==> src/rtl/msk_and_stream.sv <==
// Masked AND gadget for W independent d-share bit-lanes, streamed with valid/ready.
// Cross terms are registered (with fresh randomness) before the share-wise XOR compression.
module msk_and_stream #(
    parameter int d   = 2,
    parameter int W   = 1,
    parameter int LAT = 1
) (
    input  logic                         clk,
    input  logic                         rst,
    input  logic [W*d-1:0]               ina,
    input  logic [W*d-1:0]               inb,
    input  logic                         in_valid,
    output logic                         in_ready,
    input  logic [W*d*(d-1)/2-1:0]       rnd,
    input  logic                         rnd_valid,
    output logic                         rnd_ready,
    output logic [W*d-1:0]               out,
    output logic                         out_valid,
    input  logic                         out_ready
);
    localparam int n_rnd = d*(d-1)/2;

    // Pair (i,j) and (j,i) share one random bit; diagonal terms are unmasked.
    function automatic int rndIdx(input int k, input int i, input int j);
        int lo;
        int hi;
        lo = (i < j) ? i : j;
        hi = (i < j) ? j : i;
        if (i == j) return 0;
        return k*n_rnd + lo*d - lo*(lo+1)/2 + (hi - 1 - lo);
    endfunction

    logic [W*d*d-1:0] termQ, termD;
    logic             s1ValidQ, s1ValidD;
    logic             s1Advance;
    logic             canAccept;
    logic             accept;
    logic [W*d-1:0]   shareXor;

    assign canAccept = !rst && (!s1ValidQ || s1Advance);
    assign accept    = in_valid && rnd_valid && canAccept;
    assign in_ready  = canAccept && rnd_valid;
    assign rnd_ready = canAccept && in_valid;

    always_comb begin
        termD = termQ;
        if (accept) begin
            for (int k = 0; k < W; k++) begin
                for (int i = 0; i < d; i++) begin
                    for (int j = 0; j < d; j++) begin
                        termD[k*d*d + i*d + j] = (ina[k*d+i] & inb[k*d+j])
                                               ^ ((i != j) ? rnd[rndIdx(k, i, j)] : 1'b0);
                    end
                end
            end
        end
    end

    assign s1ValidD = accept || (s1ValidQ && !s1Advance);

    always_ff @(posedge clk) begin
        if (rst) begin
            s1ValidQ <= 1'b0;
            termQ    <= '0;
        end else begin
            s1ValidQ <= s1ValidD;
            termQ    <= termD;
        end
    end

    always_comb begin
        shareXor = '0;
        for (int k = 0; k < W; k++) begin
            for (int i = 0; i < d; i++) begin
                for (int j = 0; j < d; j++) begin
                    shareXor[k*d+i] = shareXor[k*d+i] ^ termQ[k*d*d + i*d + j];
                end
            end
        end
    end

    generate
        if (LAT == 1) begin : g_lat1
            assign s1Advance = s1ValidQ && out_ready;
            assign out       = shareXor;
            assign out_valid = s1ValidQ;
        end else begin : g_lat2
            logic           s2ValidQ, s2ValidD;
            logic [W*d-1:0] s2DataQ, s2DataD;

            assign s1Advance = s1ValidQ && (!s2ValidQ || out_ready);
            assign s2ValidD  = s1Advance || (s2ValidQ && !out_ready);
            assign s2DataD   = s1Advance ? shareXor : s2DataQ;

            always_ff @(posedge clk) begin
                if (rst) begin
                    s2ValidQ <= 1'b0;
                    s2DataQ  <= '0;
                end else begin
                    s2ValidQ <= s2ValidD;
                    s2DataQ  <= s2DataD;
                end
            end

            assign out       = s2DataQ;
            assign out_valid = s2ValidQ;
        end
    endgenerate

endmodule

==> config.mk <==
export PLATFORM = sky130hd
export DESIGN_NAME = msk_and_stream
export DESIGN_NICKNAME = d
export VERILOG_FILES = /design/src/rtl/msk_and_stream.sv
export SDC_FILE = /design/constraint.sdc
export NUM_CORES = 1
export LEC_CHECK = 0
export ABC_AREA = 0
export BUFFER_PORTS_ARGS = -buffer_cell sky130_fd_sc_hd__buf_4
export CORE_AREA = 8 8 45 47
export CTS_BUF_LIST = sky130_fd_sc_hd__clkbuf_8
export CTS_CLUSTER_SIZE = 16
export DETAILED_ROUTE_END_ITERATION = 12
export DIE_AREA = 0 0 53 55
export GPL_TIMING_DRIVEN = 0
export HOLD_SLACK_MARGIN = 0.02
export PLACE_DENSITY = 0.42
export RECOVER_POWER = 100
export SLEW_MARGIN = 10
export SYNTH_ARGS = -nofsm -noshare
export SYNTH_HDL_FRONTEND = slang
export SYNTH_SLANG_ARGS = --single-unit
==> constraint.sdc <==
create_clock -name clk -period 2.8 [get_ports clk]
set_clock_uncertainty 0.15 [all_clocks]
set_input_delay 0.28 -clock clk [delete_from_list [all_inputs] [get_ports clk]]
set_output_delay 0.28 -clock clk [all_outputs]
set_load 0.03 [all_outputs]
# After elaboration in Yosys (flattened, before gate mapping)

Cells that the tools add are included.

Reduce and logical (&&, ||, !) cells: 12
Bitwise logic cells: 8

Operators with widths:

| kind              | number |
|---|---|
| 1-bit logical AND | 7 |
| 1-bit AND         | 4 |
| 1-bit bitwise XOR | 4 |
| 1-bit logical NOT | 3 |
| 1-bit logical OR  | 2 |

Register bits: 5
Output and inout bits: 5
Logic and storage cells: 22

# Depth between registers and ports, before layout

Depth after elaboration: 5
Gate-level depth with buffers: 3
Mapped depth without buffers: 3

# Worst setup path after synthesis

OpenSTA, ideal clock, no wires.

Path kind: reg-to-output
Start point: register s1ValidQ (netlist: out_valid)
End point: output port in_ready
Slack: 1.343 ns
Data required time: 2.370 ns
Cell stages (with the launch flop): 4
Arrival time: 1.027 ns
Path buffers: 0
Cell sequence: dfxtp_1 -> nor2b_4 -> nor2_1 -> and2_1

Cells in the longest elaborated chain, start to end: 4
Elaborated cells on any way between the ends: 5
Those cells by class: 5 x reduce/logical

Ends and longest elaborated chain:

| element                                                | RTL line | text |
|---|---|---|
| start: declaration                                     | 34       | `logic s1ValidQ, s1ValidD;` |
| start signal: assignment                               | 66       | `s1ValidQ <= s1ValidD;` |
| 1-bit logical NOT or 1-bit logical AND (tied branches) | 40, 84   |  |
| 1-bit logical OR *                                     | 40       | `assign canAccept = !rst && (!s1ValidQ \|\| s1Advance);` |
| 1-bit logical AND *                                    | 40       |  |
| 1-bit logical AND *                                    | 42       | `assign in_ready = canAccept && rnd_valid;` |
| end: declaration                                       | 13       | `output logic in_ready,` |

Every way passes the cells marked *; elsewhere a longest branch is shown, timed or not.

# Final worst setup path

Start point: register s1ValidQ (netlist: out_valid)
End point: output port rnd_ready

Cells in the longest elaborated chain, start to end: 4
Elaborated cells on any way between the ends: 5
Those cells by class: 5 x reduce/logical

Ends and longest elaborated chain:

| element                                                | RTL line | text |
|---|---|---|
| 1-bit logical NOT or 1-bit logical AND (tied branches) | 40, 84   |  |
| 1-bit logical OR *                                     | 40       |  |
| 1-bit logical AND *                                    | 40       |  |
| 1-bit logical AND *                                    | 43       | `assign rnd_ready = canAccept && in_valid;` |
| end: declaration                                       | 16       | `output logic rnd_ready,` |

Marks and branches as above.

==> impl_metrics.ini <==
[die]
coreArea_sq_um = 1380
die_w_microns = 53
start_util_pct = 20.4
die_area_sq_um = 2920
die_h_microns = 55
num_rows = 14
num_io_pins = 15

[drt]
met1_length_microns = 278
num_vias = 262
drtIter0Drc = 3
dr_wl_met2_microns = 274
top_layer = met4
drc = 0
drt_first_pass_iters = 3
ant_nets = 0
vias_per_cell = 4.16
post_drt_wl_per_cell_microns = 10.7
wl_met3_microns = 99
drt-total-wl_microns = 676

[layout]
multi_input_area_sq_um = 164
drive_gt1_share_pct = 31.9
ff_latch_area_sq_um = 100
num-fill-cells = 156
diodes = 0
nets = 58
area_growth_pct = 46.9

[synthesis]
yosysWarningCount = 0
synth_seq_cells = 5
synth_area_sq_um = 283
yosysSeqAreaShare_pct = 35.4
syn_nets = 39
yosysUniqueCellTypes = 12
synth_area_per_cell_sq_um = 9.75
synth.area.top_cells = dfxtp_1 (35%), mux2i_1 (14%), xor2_1 (12%)
yosysTopAreaCellShare_pct = 35.4
synth_top_area_cell = dfxtp_1
netlist_instances = 29

[clock_tree]
clockBufferDepth = 2
cts_tree = built
holdBufCountCts = 0
worstSkewPairLatency_ps = 220
cts.sinks = 5
postCtsSetupBuffers = 0
clkTransAtPathRegs_ps = 40
cts_max_level = 1
clock-root-buffer = clkbuf_8
postCtsResizedCells = 0
cts_buffers = 3

[critical_path]
critPathBufInv = 1
crit_chain = nor2b_1, nor2_1, and2_1, clkbuf_1
crit_arrival_ps = 1230
cp_slowest_cell = clkbuf_1
cp.required_ps = 2370
critPathKind = reg2out
cp_max_fo = 3
worstSetupEndpointType = output pin
critPathTopFamily = simple AND/OR/NAND/NOR gates
cpPeakStageDelay_ps = 310
startpoint_type = register

[grt]
antenna_found_initial = 0
grt_overflow_total = 0
grt_usage_pct = 5.36
grt_pass1_vias = 294
grt_max_degree = 8
grt_pass1_wl_microns = 1080

[place]
hpwl_microns = 564
place.gp.congestion = 0.701
portBuffers = 14

[min_path]
hp-class = in2reg

[power]
max-vdd-ir-drop_uv = 209
p_leak_nw = 0.186
p_per_area_nw_per_um2 = 596
finalPower_mw = 0.248

[sta]
period_share_pct = 59.3
maxSlewHeadroom_pct = 51.6
rsz0062_at_grt = no
setup_viol = 0
finalCriticalPeriod_ps = 1660
fmax_ghz = 0.603
slew_violations = 0
tightest_slew_ps = 721
hold_violations = 0
tns_ps = 0

[job]
maxCapViolCount = 0

[run_status]
status = completed
-- report_power, final --
| part | internal (mW) | switching (mW) |
|---|---|---|
| logic | 0.0185 | 0.0234 |
| clock network | 0.0939 | 0.0341 |
| registers | 0.0755 | 0.00229 |
-- logic make-up (layout without fill, tap and decap cells) --
kind of cell	count (synthesis)	in the layout	synth area share, %
muxes	4	4	14.2
AOI/OAI and AO/OA	1	1	1.77
and+or+nand+nor	15	15	36.3
buffers and inverters	0	18	0
DFF	5	5	35.4
xor gates and xnor gates	4	4	12.4
-- state kept, by name (all words and copies together), names as in the netlist --
register,count
out_valid,1
termQ,4
-- worst reg2reg max path, cell delays in order, from the launching register on --
cell and delay, ps:
dfxtp_1 300, nor2b_1 150, nor3_1 600, mux2i_1 250
-- metal layers --
| layer | vias to the layer above | GRT usage, % |
|---|---|---|
| li1 | 128 | - |
| met1 | 113 | 5.02 |
| met2 | 17 | 7.42 |
| met3 | 4 | 2.41 |
| met4 | 0 | 7.76 |
| met5 | - | 0 |
-- synth_stat cells, drive strengths merged --
master  number
dfxtp        5
nand2        5
mux2i        4
xor2         4
and2         2
nand2b       2
nor2         2
or2b         2
a21oi        1
nor2b        1
nor3         1
-- final timing paths --
kind,end,startpoint,slack (ps),cells past startpoint
worst max-delay path,rnd_ready,out_valid,1140,4
worst min-delay path,out_valid,rst,120,2
worst max register to register,termQ[2],out_valid,1280,3
worst min register to register,termQ[0],termQ[0],330,2
-- area by class of cell --
type	instances	share of cell area [%]
Clock buffer	3	9.94
Clock inverter	1	0.904
Multi-Input combinational cell	24	39.5
Sequential cell	5	24.1
Tap cell	16	4.82
Timing Repair Buffer	14	20.8
-- cells in the final DEF (no fill, tap or decap), types with 2 or more instances in the layout --
cell,netlist,layout
buf_4,0,9
nand2_1,5,5
dfxtp_1,5,5
clkbuf_1,0,5
xor2_1,4,4
mux2i_1,4,4
clkbuf_8,0,3
nor2_1,2,2
and2_1,2,2
nand2b_2,2,2
-- through the flow --
step                area [sq um]  setup WS [ps]  hold slack [ps]  instances  util (%)
floorplan                    283           1340              202         29         -
global placement             408           1470              323         59      29.5
detailed placement           408           1440              326         59      29.5
CTS                          453           1250              137         63      32.7
global route                 415           1070              132         63      30.0
finish                       415           1140              119         63      30.0
Power figures use the tool's default switching activity.
